**src/rtl/shim_spi_cs_timing_calc.sv**
```systemverilog
// rtl/shim_spi_cs_timing_calc.sv - SPI n_cs high-time calculator with two device timing profiles
module shim_spi_cs_timing_calc #(
  parameter int unsigned T_UPDATE_NS_0      = 830,
  parameter int unsigned T_MIN_CS_HIGH_NS_0 = 30,
  parameter int unsigned CMD_BITS_0         = 24,
  parameter int unsigned T_UPDATE_NS_1      = 1000,
  parameter int unsigned T_MIN_CS_HIGH_NS_1 = 30,
  parameter int unsigned CMD_BITS_1         = 16,
  parameter int unsigned MIN_CS_HIGH_CYCLES = 4,
  parameter int unsigned OUT_WIDTH          = 5
) (
  input  logic                 clk,
  input  logic                 reset,
  input  logic [31:0]          spi_clk_freq_hz,
  input  logic                 profile_sel,
  input  logic                 calc,
  output logic [OUT_WIDTH-1:0] n_cs_high_time,
  output logic                 saturated,
  output logic                 done,
  output logic                 lock_viol
);

  typedef enum logic [2:0] {
    IDLE     = 3'd0,
    DIV_UPD  = 3'd1,
    DIV_HIGH = 3'd2,
    RESULT   = 3'd3,
    DONE     = 3'd4
  } state_t;

  localparam logic [31:0] T_UPD0   = 32'(T_UPDATE_NS_0);
  localparam logic [31:0] T_UPD1   = 32'(T_UPDATE_NS_1);
  localparam logic [31:0] T_MIN0   = 32'(T_MIN_CS_HIGH_NS_0);
  localparam logic [31:0] T_MIN1   = 32'(T_MIN_CS_HIGH_NS_1);
  localparam logic [31:0] CMD0     = 32'(CMD_BITS_0);
  localparam logic [31:0] CMD1     = 32'(CMD_BITS_1);
  localparam logic [31:0] MIN_HI   = 32'(MIN_CS_HIGH_CYCLES);
  localparam logic [31:0] SAT_VAL  = 32'((64'd1 << OUT_WIDTH) - 64'd1);
  localparam logic [32:0] DIVISOR  = 33'd1_000_000_000;
  localparam logic [63:0] ROUND_UP = 64'd999_999_999;
  localparam logic [5:0]  LAST_IT  = 6'd32;

  state_t                 state_q, state_d;
  logic                   calc_prev_q;
  logic [31:0]            freq_q, freq_d;
  logic                   prof_q, prof_d;
  logic [31:0]            rem_q, rem_d;
  logic [31:0]            lo_q, lo_d;
  logic [31:0]            quo_q, quo_d;
  logic [5:0]             cnt_q, cnt_d;
  logic [31:0]            upd_q, upd_d;
  logic [31:0]            hi_q, hi_d;
  logic [OUT_WIDTH-1:0]   ncs_q, ncs_d;
  logic                   sat_q, sat_d;
  logic                   done_q, done_d;
  logic                   viol_q, viol_d;

  logic [31:0] mul_t;
  logic [31:0] mul_f;
  logic [63:0] dividend;
  logic [32:0] trial;
  logic        trial_ge;
  logic [31:0] cmd_bits;
  logic [31:0] result_r;
  logic        mismatch;

  // Shared multiplier: start-of-request operands come from the live inputs,
  // the second division reuses the latched frequency and profile.
  always_comb begin
    mul_t = 32'd0;
    mul_f = 32'd0;
    if (state_q == IDLE) begin
      mul_t = profile_sel ? T_UPD1 : T_UPD0;
      mul_f = spi_clk_freq_hz;
    end else begin
      mul_t = prof_q ? T_MIN1 : T_MIN0;
      mul_f = freq_q;
    end
    dividend = ({32'd0, mul_t} * {32'd0, mul_f}) + ROUND_UP;
  end

  // One restoring step: next dividend bit enters the remainder before the compare.
  always_comb begin
    trial    = {rem_q, lo_q[31]};
    trial_ge = (trial >= DIVISOR);
    cmd_bits = prof_q ? CMD1 : CMD0;
    result_r = (upd_q > hi_q) ? upd_q : hi_q;
    mismatch = (spi_clk_freq_hz != freq_q) || (profile_sel != prof_q);
  end

  // Next-state and datapath control; aborts outrank normal sequencing.
  always_comb begin
    state_d = state_q;
    freq_d  = freq_q;
    prof_d  = prof_q;
    rem_d   = rem_q;
    lo_d    = lo_q;
    quo_d   = quo_q;
    cnt_d   = cnt_q;
    upd_d   = upd_q;
    hi_d    = hi_q;
    ncs_d   = ncs_q;
    sat_d   = sat_q;
    done_d  = done_q;
    viol_d  = viol_q;

    if (state_q != IDLE && mismatch) begin
      viol_d  = 1'b1;
      done_d  = 1'b0;
      state_d = IDLE;
    end else if (state_q != IDLE && !calc) begin
      done_d  = 1'b0;
      state_d = IDLE;
    end else begin
      case (state_q)
        IDLE: begin
          if (calc && !calc_prev_q) begin
            freq_d  = spi_clk_freq_hz;
            prof_d  = profile_sel;
            viol_d  = 1'b0;
            sat_d   = 1'b0;
            rem_d   = dividend[63:32];
            lo_d    = dividend[31:0];
            quo_d   = 32'd0;
            cnt_d   = 6'd0;
            state_d = DIV_UPD;
          end
        end
        DIV_UPD, DIV_HIGH: begin
          if (cnt_q != LAST_IT) begin
            rem_d = trial_ge ? 32'(trial - DIVISOR) : trial[31:0];
            quo_d = {quo_q[30:0], trial_ge};
            lo_d  = {lo_q[30:0], 1'b0};
            cnt_d = cnt_q + 6'd1;
          end else if (state_q == DIV_UPD) begin
            upd_d   = (quo_q > cmd_bits) ? (quo_q - cmd_bits) : 32'd0;
            rem_d   = dividend[63:32];
            lo_d    = dividend[31:0];
            quo_d   = 32'd0;
            cnt_d   = 6'd0;
            state_d = DIV_HIGH;
          end else begin
            hi_d    = (quo_q > MIN_HI) ? quo_q : MIN_HI;
            state_d = RESULT;
          end
        end
        RESULT: begin
          if (result_r > SAT_VAL) begin
            ncs_d = '1;
            sat_d = 1'b1;
          end else begin
            ncs_d = result_r[OUT_WIDTH-1:0];
            sat_d = 1'b0;
          end
          done_d  = 1'b1;
          state_d = DONE;
        end
        DONE: begin
          state_d = DONE;
        end
        default: begin
          state_d = IDLE;
        end
      endcase
    end
  end

  // State and datapath registers with synchronous reset.
  always_ff @(posedge clk) begin
    if (reset) begin
      state_q     <= IDLE;
      calc_prev_q <= 1'b0;
      freq_q      <= 32'd0;
      prof_q      <= 1'b0;
      rem_q       <= 32'd0;
      lo_q        <= 32'd0;
      quo_q       <= 32'd0;
      cnt_q       <= 6'd0;
      upd_q       <= 32'd0;
      hi_q        <= 32'd0;
      ncs_q       <= '0;
      sat_q       <= 1'b0;
      done_q      <= 1'b0;
      viol_q      <= 1'b0;
    end else begin
      state_q     <= state_d;
      calc_prev_q <= calc;
      freq_q      <= freq_d;
      prof_q      <= prof_d;
      rem_q       <= rem_d;
      lo_q        <= lo_d;
      quo_q       <= quo_d;
      cnt_q       <= cnt_d;
      upd_q       <= upd_d;
      hi_q        <= hi_d;
      ncs_q       <= ncs_d;
      sat_q       <= sat_d;
      done_q      <= done_d;
      viol_q      <= viol_d;
    end
  end

  assign n_cs_high_time = ncs_q;
  assign saturated      = sat_q;
  assign done           = done_q;
  assign lock_viol      = viol_q;

endmodule

```
**config.mk**
```make
export PLATFORM = sky130hd
export DESIGN_NAME = shim_spi_cs_timing_calc
export DESIGN_NICKNAME = d
export VERILOG_FILES = /design/src/rtl/shim_spi_cs_timing_calc.sv
export SDC_FILE = /design/constraint.sdc
export NUM_CORES = 1
export LEC_CHECK = 0
export ABC_AREA = 1
export BUFFER_PORTS_ARGS = -buffer_cell sky130_fd_sc_hd__buf_2
export CORE_MARGIN = 2
export CORE_UTILIZATION = 40
export CTS_CLUSTER_SIZE = 25
export DETAILED_ROUTE_END_ITERATION = 16
export PLACE_DENSITY = 0.51
export SLEW_MARGIN = 10
export SYNTH_ARGS = -nofsm -noshare
export SYNTH_HDL_FRONTEND = slang
export SYNTH_SLANG_ARGS = --single-unit
```
**constraint.sdc**
```tcl
create_clock -name clk -period 7.8 [get_ports clk]
set_clock_uncertainty 0.1 [all_clocks]
set_input_delay 0.39 -clock clk [delete_from_list [all_inputs] [get_ports clk]]
set_output_delay 0.39 -clock clk [all_outputs]
set_load 0.005 [all_outputs]
```
Word-level counts from Yosys, hierarchy flattened:

Index checks and enable logic that the tools add are counted.

* bits in registers: 211
* logic and storage cells: 97
* bits of input ports: 36

* add/subtract/negate cells: 4
* mux-type cells: 35
* bitwise logic cells: 4
* reductions and logical operators: 23
* magnitude comparators: 5
* equal/unequal tests: 11
* multipliers: 1

Operators with widths (number)
* 32-bit two-way mux: 14
* 32-bit case mux with 2 select lines: 3
* 42-bit by 30-bit adder with 43-bit output (second input constant): 1
* 10-bit by 32-bit multiplier with 42-bit output: 1
* 33-bit by 30-bit >= comparator with 1-bit output (second input constant): 1
* 32-bit by 3-bit greater-than comparator with 1-bit output (second input constant): 1
* 32-bit greater-than comparator: 1
* 32-bit by 5-bit greater-than comparator with 1-bit output: 1
* 32-bit by 5-bit greater-than comparator with 1-bit output (second input constant): 1
* 32-bit != test: 1
* 32-bit by 30-bit subtractor with 32-bit output (second input constant): 1
* 32-bit by 5-bit subtractor with 32-bit output: 1
* 6-bit two-way mux: 3
* 5-bit AND reduction: 3
* 6-bit case mux with 2 select lines: 1
* 10-bit two-way mux: 1
* 3-bit case mux with 3 select lines: 1
* 8-bit two-way mux: 1
* 4-bit AND reduction: 2
* 2-bit nonzero test: 4
* 6-bit by 1-bit adder with 6-bit output (second input constant): 1
* 3-bit by 2-bit == test with 1-bit output (second input constant): 2
* 1-bit two-way mux: 6
* 3-bit two-way mux: 2
* other kinds (20): 29

Longest topological paths before layout:

Gate-level depths: netlist of the first run.

* word-level depth: 7
* mapped depth: 33

Least setup slack after synthesis of the first run:

No wires, ideal clock.

* kind: register -> register
* from: register state_q[2]
* to: register lo_q[31]
* period minus slack after synthesis: 6.049 ns
* path slack: 1.751 ns
* buffers on the path: 2
* cell stages (with the launch flop): 34
* arrival time: 5.822 ns
* path through: dfxtp_1 -> nor2_2 -> inv_2 -> nor2_4 -> inv_2 -> buf_1 -> buf_2 -> nor2_1 -> a21oi_1 -> nor2_1 -> inv_1 -> fa_1 -> inv_1 -> fa_1 -> inv_1 -> fa_1 -> inv_1 -> fa_1 -> inv_1 -> fa_1 -> inv_1 -> ha_1 -> nand2_1 -> inv_1 -> a21oi_1 -> nand2_1 -> a21oi_1 -> nand2_1 -> nand2_1 -> nand2_1 -> inv_1 -> nor2_1 -> nor2_1 -> nor2_1

* word-level cells in the longest chain between the ends: 7
* elaborated cells on any way between the ends: 21
* those cells by class: add/sub: 1; mul: 1; eq/ne: 4; mux: 6; bitwise: 2; reduce/logical: 7

Ends and longest elaborated chain
* from (decl): RTL line 43 `state_t state_q, state_d;`
* from (signal assigned): RTL line 186 `state_q <= state_d;`
* 3-bit zero test: RTL line 72, 115
* 10-bit two-way mux or 32-bit two-way mux (tied branches): RTL line 72 `if (state_q == IDLE) begin`
* 10-bit by 32-bit multiplier with 42-bit output: RTL line 79 `dividend = ({32'd0, mul_t} * {32'd0, mul_f}) + ROUND_UP;`
* 42-bit by 30-bit adder with 43-bit output: RTL line 79
* 32-bit two-way mux: RTL line 135 `end else if (state_q == DIV_UPD) begin`
* 32-bit two-way mux: RTL line 130 `if (cnt_q != LAST_IT) begin`
* 32-bit case mux with 2 select lines: RTL line 115 `case (state_q)`
* to (signal assigned): RTL line 191 `lo_q <= lo_d;`
* to (decl): RTL line 48 `logic [31:0] lo_q, lo_d;`

Parallel ways exist; a longest one is shown, timed or not. The select of a mux whose other input is x is not followed.
A chain may end at the register's enable or synchronous reset.

Worst setup path in the final report of the first run:

* from: register state_q[2]
* to: register lo_q[16]

Same word-level chain as after synthesis.

==> flow_summary_export.csv, run 1 <==
group,metric,value,unit
cells_and_area,drive_above_1_share,4.315,%
cells_and_area,final_area,23830,um^2
clock_tree,path_clk_slew,0.06,ns
placed_design,placed_cell_area,22740,um^2
route,vias_per_cell,5.041,
route,vias,20098,
route,post_drt_wl_per_cell,16.35,um
sta,fin_tns_setup,0,ns
run_status,status,"finished, final reports clean",
route,dr.pass1.iters,8,
clock_tree,numClockSinks,211,
route,wirelength,65170,um
route,postRouteAntennaNets,0,
synth,synth_top_area_share,19.23,%
synth,synth_seq_cells,211,
clock_tree,cts-buffers-inserted,28,
sta,maxSlewViolCount,0,
placed_design,io_buffers,43,
cells_and_area,nFillCells,5680,
die,dieArea,56820,um^2
synth,ys_types,46,
synth,synth-seq-area-share,19.23,%
global_route,grt_overflow,0,
global_route,grt_pass1_wl,106900,um
die,core-area,54030,um^2
die,die_h,238.4,um
worst_setup_path,worstPathMaxFanout,44,
clock_tree,postCtsSetupBuffers,0,
clock_tree,cts_resized,0,
clock_tree,cts_tree,"yes",
cells_and_area,fin_nets,3670,
worst_setup_path,cp.required,8.20,ns
die,ios,44,
flow_run,cap_viol_max_count,0,
worst_setup_path,path_class,"reg2reg",
sta,clock.fmax,143.1,MHz
global_route,grt.total_usage,23.57,%
die,die_x,238.4,um
placed_design,gp_congestion,0.9465,
cells_and_area,antennaDiodeCount,0,
die,num_rows,85,
sta,post-route-min-period,6.990,ns
cells_and_area,syn_to_final_growth,8.486,%
route,route.detailed.drc,0,
worst_setup_path,cp-start-kind,"register",
synth,synth.cell_area,21970,um^2
synth,yosysTopAreaCell,"dfxtp_1",
clock_tree,root_buffer,"clkbuf_16",
route,drtIter0Drc,1263,
sta,worst_pin_slew,1.100,ns
worst_setup_path,worstPathArrival,7.39,ns
sta,rsz0062_at_grt,"no",
die,start_util,40.66,%
global_route,antenna_found_initial,0,
global_route,first_global_vias,19881,
worst_setup_path,endpoint_kind,"register",
clock_tree,max-clock-path-buffers,3,
clock_tree,htreeDepth,1,
synth,yosys_warnings,0,
sta,final_hold_viol_count,0,
sta,setup_viol_count_final,0,
synth,yosys-top-cells-area,"dfxtp_1 (19%), fa_1 (19%), nand2_1 (14%)",
global_route,grt_max_degree,90,
synth,netlist_instances,3271,
synth,syn_avg_cell_area,6.717,um^2
sta,period_share,89.62,%
placed_design,place_hpwl,51740,um
min_path,min_path_type,"in2reg",
synth,synth_nets,3670,
sta,slew-limit-headroom,26.58,%
clock_tree,clock_latency,0.61,ns
-- final cells by class --
| class | instances | area, um^2 | area share (%) |
|---|---|---|---|
| multi-input combinational | 2380 | 15140 | 63.54 |
| sequential | 211 | 4224 | 17.72 |
| tap | 696 | 870.8 | 3.654 |
| clock buffer | 40 | 815.8 | 3.423 |
| inverter | 577 | 2166 | 9.087 |
| clock inverter | 10 | 132.6 | 0.5565 |
| timing repair buffer | 73 | 480.5 | 2.016 |
-- cell families (layout without fill, tap and decap cells) --
| family | after synthesis | count (layout) | share of synthesized area [%] |
|---|---|---|---|
| and+or+nand+nor | 1583 | 1583 | 29.52 |
| muxes | 2 | 2 | 0.09113 |
| buffers and inverters | 680 | 700 | 12.01 |
| DFF | 211 | 211 | 19.23 |
| adders and majority gates | 363 | 363 | 27.85 |
| xor gates and xnor gates | 53 | 53 | 2.113 |
| AOI/OAI and AO/OA | 379 | 379 | 9.198 |
-- routing by layer --
| metal | wire (um) | up-vias | global-route usage [%] |
|---|---|---|---|
| li1 | - | 10112 | - |
| met1 | 30930 | 9486 | 32.87 |
| met2 | 29530 | 422 | 38.74 |
| met3 | 3156 | 78 | 2.892 |
| met4 | 1554 | 0 | 5.947 |
| met5 | 0 | - | 0 |
-- path summary, 6_finish.rpt --
| path | startpoint | slack [ns] | endpoint | depth (start not counted) |
|---|---|---|---|---|
| setup / recovery | state_q[2] | 0.81 | lo_q[16] | 24 |
| hold / removal | spi_clk_freq_hz[25] | 0.02 | freq_q[25] | 3 |
| setup reg to reg | state_q[2] | 0.81 | lo_q[16] | 24 |
| hold reg to reg | lo_q[2] | 0.36 | lo_q[2] | 2 |
-- metrics by stage --
| stage | setup WS, ns | utilization [%] | hold WS [ns] | cells |
|---|---|---|---|---|
| after floorplan | 1.751 | - | 0.3393 | 3271 |
| after global placement | 0.9353 | 42.08 | 0.3522 | 3922 |
| after detailed placement | 0.9374 | 42.08 | 0.3553 | 3922 |
| after CTS | 0.9002 | 44.12 | 0.0005607 | 3987 |
| after global routing | 0.2936 | 44.12 | 0.03566 | 3987 |
| final | 0.8097 | 44.12 | 0.02191 | 3987 |
-- timing repair --
action | in CTS | in global routing
hold buffers | 15 | 0
setup endpoints to repair | 0 | 0
hold endpoints to repair | 15 | 0
-- cell usage after synthesis, drive strengths merged --
| cell | number |
|---|---|
| nor2 | 454 |
| and3 | 4 |
| o21ai | 117 |
| fa | 210 |
| nor4 | 9 |
| o21a | 3 |
| and2 | 4 |
| or2 | 15 |
| xnor2 | 24 |
| a21boi | 1 |
| ha | 153 |
| mux2i | 2 |
| buf | 38 |
| inv | 576 |
| clkinv | 1 |
| a21oi | 215 |
| o211ai | 1 |
| a211oi | 18 |
| clkbuf | 65 |
| nand2 | 840 |
| dfxtp | 211 |
| nor3 | 20 |
| nand3 | 186 |
| a21o | 4 |
| o21bai | 12 |
| nand4 | 48 |
| o2111ai | 3 |
| a31oi | 3 |
| a31o | 2 |
| xor2 | 29 |
| nand3b | 3 |
-- critical path, stage by stage, from the launching register on --
cell and delay [ns]:
dfxtp_1 0.42, nor2_2 0.08, inv_2 0.11, nor2_4 0.04, inv_2 0.62, buf_4 0.37
mux2i_1 0.40, nor2_1 0.14, nor2_1 0.11, a21oi_1 0.05, ha_1 0.30, fa_1 0.51
fa_1 0.52, fa_1 0.56, fa_1 0.52, ha_1 0.40, nand2_1 0.13, nor2_1 0.31
and3_1 0.33, nand2_1 0.11, nand2_1 0.20, nand2_1 0.07, nand3_1 0.17, o2111ai_1 0.16
a21oi_1 0.16
-- cell usage in the layout, fill, tap and decap left out, types with 24 or more instances in the layout --
cell type	instances
dfxtp_1	211
nand3_1	185
nand4_1	48
xnor2_1	24
fa_1	210
a21oi_1	214
o21ai_0	111
ha_1	153
nand2_1	837
buf_2	42
nor2_1	445
xor2_1	29
inv_1	572
clkbuf_16	28
-- state kept, by name, summed over array words and instances, names as in the netlist --
signal and cells:
lock_viol 1, quo_q 32, hi_q 32, state_q 3, saturated 1, calc_prev_q 1
n_cs_high_time 5, lo_q 32, upd_q 32, cnt_q 6, done 1, prof_q 1
rem_q 32, freq_q 32
Power of run 1 is not shown: default switching activity piles up to over one toggle a cycle in this logic, so the estimate is an artifact.
==> run 2, diff against run 1 <==
- CELL_PAD_IN_SITES_DETAIL_PLACEMENT: default -> 2
- CELL_PAD_IN_SITES_GLOBAL_PLACEMENT: default -> 2
- CORE_UTILIZATION: 40 -> 37
- PLACE_DENSITY: 0.51 -> 0.78
==> flow_summary_export.csv, run 2 (synthesis results as in run 1) <==
group,metric,value,unit
run_status,status,"finished, final reports clean",
die,dieArea,61340,um^2
flow_run,cap_viol_max_count,0,
min_path,min_path_type,"in2reg",
die,ios,44,
sta,rsz0062_at_grt,"no",
min_path,hp-start,"spi_clk_freq_hz[9]",
worst_setup_path,slowest_delay,0.57,ns
sta,slew-limit-headroom,20.06,%
worst_setup_path,path_class,"reg2reg",
global_route,grt_pass1_wl,132800,um
cells_and_area,fin_nets,3666,
clock_tree,cts_resized,0,
global_route,grt_overflow,0,
route,wirelength,82520,um
worst_setup_path,worstPathArrival,7.73,ns
worst_setup_path,cp_common_cell,"fa_1",
placed_design,io_buffers,43,
worst_setup_path,worstPathMaxFanout,31,
die,die_h,247.7,um
cells_and_area,syn_to_final_growth,8.913,%
placed_design,gp_congestion,0.8950,
route,postRouteAntennaNets,0,
global_route,grt_use_met3,2.617,%
die,core-area,58910,um^2
global_route,grt_max_degree,88,
worst_setup_path,r2r-start,"state_q[2]",
sta,worst_pin_slew,1.192,ns
route,dr.pass1.iters,4,
global_route,top_usage_layer,"met2",
worst_setup_path,worstRegToRegCells,24,
min_path,whs_endpoint,"freq_q[9]",
cells_and_area,final_util,40.62,%
clock_tree,htreeDepth,1,
worst_setup_path,cp-start-kind,"register",
clock_tree,numClockSinks,211,
worst_setup_path,rrSetupSlack,0.50,ns
sta,period_share,93.64,%
sta,post-route-min-period,7.304,ns
cells_and_area,layout_common_cells,"nand2_1 (837), inv_1 (571), nor2_1 (446)",
sta,worst_hold_slack,0.02162,ns
worst_setup_path,slowest_stage,"nor2_2",
placed_design,dp.cells,4002,
cells_and_area,drive_above_1_share,4.559,%
global_route,first_global_vias,24012,
cells_and_area,nFillCells,7158,
cells_and_area,final_cells,4064,
route,drtIter0Drc,734,
clock_tree,cts_tree,"yes",
worst_setup_path,crit_chain,"nor2_2 -> inv_2 -> nor2_4 -> inv_2 -> nor2_2 -> inv_2 -> nor2_1 -> inv_1 -> fa_1 -> inv_1 -> fa_1 -> fa_1 -> fa_1 -> fa_1 -> ha_1 -> nand2_1 -> nor2_1 -> and3_1 -> nand2_1 -> nand2_1 -> a21oi_1 -> xnor2_1 -> nand2_1 -> a21oi_1",
worst_setup_path,rr_endpoint,"lo_q[24]",
die,start_util,37.30,%
global_route,grt_use_met2,49.47,%
clock_tree,cts-buffers-inserted,29,
clock_tree,clock_latency,0.60,ns
worst_setup_path,endpoint_kind,"register",
route,route.detailed.drc,0,
die,num_rows,89,
route,vias_per_cell,5.200,
die,die_x,247.7,um
sta,maxSlewViolCount,0,
worst_setup_path,cp.required,8.23,ns
min_path,whs_path_depth,3,
sta,setup_viol_count_final,0,
cells_and_area,final_common_cell,"nand2_1",
global_route,grt.total_usage,27.57,%
sta,fin_tns_setup,0,ns
placed_design,place_hpwl,65740,um
route,post_drt_wl_per_cell,20.30,um
global_route,antenna_found_initial,1,
clock_tree,root_buffer,"clkbuf_16",
sta,final_hold_viol_count,0,
clock_tree,path_clk_slew,0.06,ns
global_route,use_met1,33.83,%
clock_tree,max-clock-path-buffers,3,
route,vias,21132,
sta,clock.fmax,136.9,MHz
[run 2: cell count changes in the layout (fill, tap and decap cells not counted), sizes merged, moves of 3 or more]
cell         before  now
buf              58   61
clkbuf           40   35
clkinv            6    9
clkinvlp          3    7
dlygate4sd3      15    7
[run 2: layout make-up]
cell class	instances	area, um^2	share of cell area [%]
clock inverter	19	209.0	0.8732
timing repair buffer	68	435.4	1.820
inverter	577	2166	9.051
antenna	1	2.502	0.01046
clock buffer	35	778.2	3.252
sequential	211	4224	17.65
multi-input combinational	2380	15150	63.30
tap	773	967.2	4.042
[run 2: routing by layer]
metal  up-vias  routed length [um]  part of all wire, %
li1      10102                   -                    -
met1     10647               36160                   44
met2       232               41050                   50
met3       151                1709                  2.1
met4         0                3594                  4.4
met5         -                   0                    0
[run 2: worst max path at each step]
stage | end | cells after the start | startpoint | slack (ns)
after global routing | lo_q[24] | 24 | state_q[2] | 0.13
after floorplan | lo_q[31] | 33 | state_q[2] | 1.75
after detailed placement | lo_q[24] | 24 | state_q[2] | 0.57
after global placement | lo_q[24] | 24 | state_q[2] | 0.85
final | lo_q[24] | 24 | state_q[2] | 0.50
after CTS | lo_q[24] | 24 | state_q[2] | 0.50
[run 2: worst max-delay path: cells and delay by family, from the launching register on]
| family | cells | cell delay, ns |
|---|---|---|
| and+or+nand+nor | 10 | 2.21 |
| xor gates and xnor gates | 1 | 0.30 |
| buffers and inverters | 5 | 0.86 |
| DFF | 1 | 0.37 |
| AOI/OAI and AO/OA | 2 | 0.27 |
| adders and majority gates | 6 | 3.06 |
[run 2: repair_timing]
| action | in CTS | in global routing |
|---|---|---|
| hold buffers | 7 | 0 |
| hold endpoints to repair | 7 | 0 |
| setup buffers | 0 | 0 |
[run 2: stage by stage]
| stage | setup WS, ns | instance area (um^2) |
|---|---|---|
| floorplan | 1.751 | 21970 |
| global placement | 0.8454 | 22870 |
| detailed placement | 0.5673 | 22870 |
| CTS | 0.5045 | 23930 |
| global route | 0.1307 | 23930 |
| finish | 0.4962 | 23930 |
Power of run 2 is left out for the same reason.
==> run 3, diff against run 2 <==
- ABC_AREA: 1 -> default
- CORE_UTILIZATION: 37 -> 40
- PLACE_DENSITY: 0.78 -> 0.77
==> flow_summary_export.csv, run 3 <==
group,metric,value,unit
sta,rsz0062_at_grt,"no",
worst_setup_path,path_class,"reg2reg",
synth,synth-main-ff-cell,"dfxtp_1",
synth,synth.cell_area,19200,um^2
placed_design,io_buffers,43,
worst_setup_path,slowest_delay,0.55,ns
cells_and_area,fin_nets,2658,
pwr,power_frac_seq,11.0,%
cells_and_area,layout_common_cells,"inv_1 (305), nand2_1 (264), dfxtp_1 (211)",
worst_setup_path,worstPathMaxFanout,30,
placed_design,place_hpwl,47210,um
cells_and_area,drive_above_1_share,8.428,%
flow_run,cap_viol_max_count,0,
cells_and_area,final_common_cell,"inv_1",
die,die_x,223.1,um
clock_tree,cts_tree,"yes",
sta,setup_ws,0.4467,ns
sta,setup_viol_count_final,0,
route,route.detailed.drc,0,
route,drtIter0Drc,769,
pwr,power_frac_comb,77.6,%
worst_setup_path,crit_chain,"nor3_4 -> buf_12 -> nand2_1 -> inv_1 -> a21oi_1 -> or2_2 -> fa_1 -> inv_1 -> fa_1 -> fa_1 -> fa_1 -> inv_1 -> fa_1 -> inv_1 -> ha_1 -> o211ai_1 -> o211ai_2 -> nand3b_1 -> a211oi_2 -> o211ai_2 -> a311oi_2 -> a21oi_1 -> or3_1 -> a311oi_2",
sta,fin_tns_setup,0,ns
worst_setup_path,cp-start-kind,"register",
route,post_drt_wl_per_cell,22.95,um
synth,yosysMostFrequentCell,"inv_1",
pwr,p_per_area,518.8,nW/um^2
die,dieArea,49760,um^2
clock_tree,root_buffer,"clkbuf_16",
pwr,design_power_total,0.01094,W
sta,slew-limit-headroom,30.14,%
synth,ys_types,72,
pwr,switching_share,52.18,%
synth,synth_nets,2652,
clock_tree,clock_latency,0.59,ns
route,vias_per_cell,5.607,
pwr,p_int,0.005231,W
die,ios,44,
synth,synth_top_area_share,22.00,%
cells_and_area,final_util,44.35,%
run_status,status,"finished, final reports clean",
route,vias,16228,
placed_design,gp_congestion,0.8457,
global_route,grt_max_degree,99,
min_path,min_path_type,"in2reg",
clock_tree,max-clock-path-buffers,3,
worst_setup_path,endpoint_kind,"register",
sta,period_share,94.27,%
global_route,first_global_vias,18469,
cells_and_area,syn_to_final_growth,9.842,%
clock_tree,cts-buffers-inserted,27,
sta,worst_pin_slew,1.038,ns
die,core-area,47550,um^2
global_route,antenna_found_initial,1,
pwr,power_leakage,9.859,nW
synth,yosysTopAreaCell,"dfxtp_1",
sta,maxSlewViolCount,0,
synth,yosys-top-cells-area,"dfxtp_1 (22%), fa_1 (22%), ha_1 (10%)",
pwr,clock_power_share,11.4,%
sta,final_hold_viol_count,0,
synth,synth_commonest_cells,"inv_1 (305), nand2_1 (264), dfxtp_1 (211)",
synth,synth_seq_cells,211,
die,num_rows,80,
worst_setup_path,worstPathArrival,7.75,ns
worst_setup_path,cp_common_cell,"fa_1",
global_route,grt_overflow,0,
synth,syn_avg_cell_area,8.520,um^2
route,wirelength,66420,um
synth,netlist_instances,2253,
clock_tree,htreeDepth,1,
clock_tree,numClockSinks,211,
synth,synth-seq-area-share,22.00,%
worst_setup_path,cp.required,8.19,ns
pwr,ir_drop,0.0002532,V
synth,yosys_warnings,0,
placed_design,pre_cts_ws,0.1715,ns
clock_tree,path_clk_slew,0.06,ns
global_route,grt.total_usage,26.69,%
global_route,grt_pass1_wl,104500,um
sta,worst_hold_slack,0.03250,ns
route,dr.pass1.iters,5,
die,start_util,40.37,%
pwr,switchingPower,0.005708,W
route,postRouteAntennaNets,0,
synth,synthArstFlopShare,0,%
synth,synth_edf_count,0,
sta,clock.fmax,136.0,MHz
worst_setup_path,slowest_stage,"fa_1",
die,die_h,223.1,um
sta,post-route-min-period,7.353,ns
==> run 3: changes by cell type after synthesis, moves of 19 or more <==
cell / previous run / this run
a21o_1: 4 / 30
or2_2: 14 / 33
xor2_1: 29 / 85
a21oi_1: 214 / 152
inv_1: 573 / 305
nand2_1: 837 / 264
nand4_1: 48 / 22
nand3_1: 185 / 28
nor3_1: 18 / 56
o21ai_0: 111 / 65
nor2_1: 448 / 177
a22oi_1: 0 / 55
==> run 3: routing by layer <==
| metal | track usage, % | up-vias | part of all wire, % |
|---|---|---|---|
| li1 | - | 7463 | - |
| met1 | 31.86 | 8327 | 42 |
| met2 | 48.85 | 304 | 51 |
| met3 | 3.477 | 134 | 3.4 |
| met4 | 9.807 | 0 | 4.2 |
| met5 | 0 | - | 0 |
==> run 3: path summary, 6_finish.rpt <==
path / start / endpoint / slack [ns] / depth (start not counted)
setup / recovery: state_q[1] / rem_q[9] / 0.45 / 24
hold / removal: spi_clk_freq_hz[8] / freq_q[8] / 0.03 / 3
hold reg to reg: lo_q[13] / lo_q[13] / 0.36 / 2
setup reg to reg: state_q[1] / rem_q[9] / 0.45 / 24
==> run 3: critical path, delay by kind of cell (launching register included) <==
family / cells / cell delay, ns
AO/OA/AOI/OAI: 8 / 1.84
adder cells (fa/ha/maj): 6 / 2.93
buffers and inverters: 5 / 0.57
flip-flops: 1 / 0.42
AND/OR/NAND/NOR: 5 / 1.39
==> run 3: cell type report <==
cell class                      count  area, um^2
Antenna cell                        1       2.502
Timing Repair Buffer               88       661.9
Clock inverter                     11       76.32
Inverter                          306        1149
Multi-Input combinational cell   1625       13420
Clock buffer                       37       783.3
Tap cell                          615       769.5
Sequential cell                   211        4224
Fill cell                        5267       26460
==> run 3: stage by stage <==
| stage | instance area, um^2 | std cells |
|---|---|---|
| finish | 21090 | 2894 |
| global route | 21090 | 2894 |
| CTS | 21040 | 2891 |
| detailed placement | 19940 | 2819 |
| global placement | 19940 | 2819 |
| floorplan | 19200 | 2253 |
==> run 3: timing repair <==
item / CTS / global route
gates resized for setup: 0 / 4
hold buffers: 24 / 0
buffers inserted: 0 / 1
hold endpoints to repair: 24 / 0
setup endpoints to repair: 0 / 7
==> run 3: power groups by stage <==
| stage | combinational [W] | clock [W] | sequential, W |
|---|---|---|---|
| after floorplan | 0.00620 | 0 | 0.00121 |
| after global placement | 0.00790 | 0 | 0.00122 |
| after detailed placement | 0.00833 | 0 | 0.00123 |
| after CTS | 0.00846 | 0.00128 | 0.00121 |
| after global routing | 0.00954 | 0.00132 | 0.00122 |
| final | 0.00849 | 0.00124 | 0.00121 |
==> run 3: cells by family (layout without fill, tap and decap cells) <==
family          count (synthesis)  after routing  share of synthesized area, %
other cells                     0              1                             0
buf+inv                       417            442                         8.454
fa+ha+maj                     363            363                         31.87
simple gates                  697            697                         16.80
compound gates                439            439                         15.10
xor+xnor                      123            123                         5.612
flops                         211            211                         22.00
mux                             3              3                        0.1630
No activity file was read; power rests on OpenSTA's default activity.
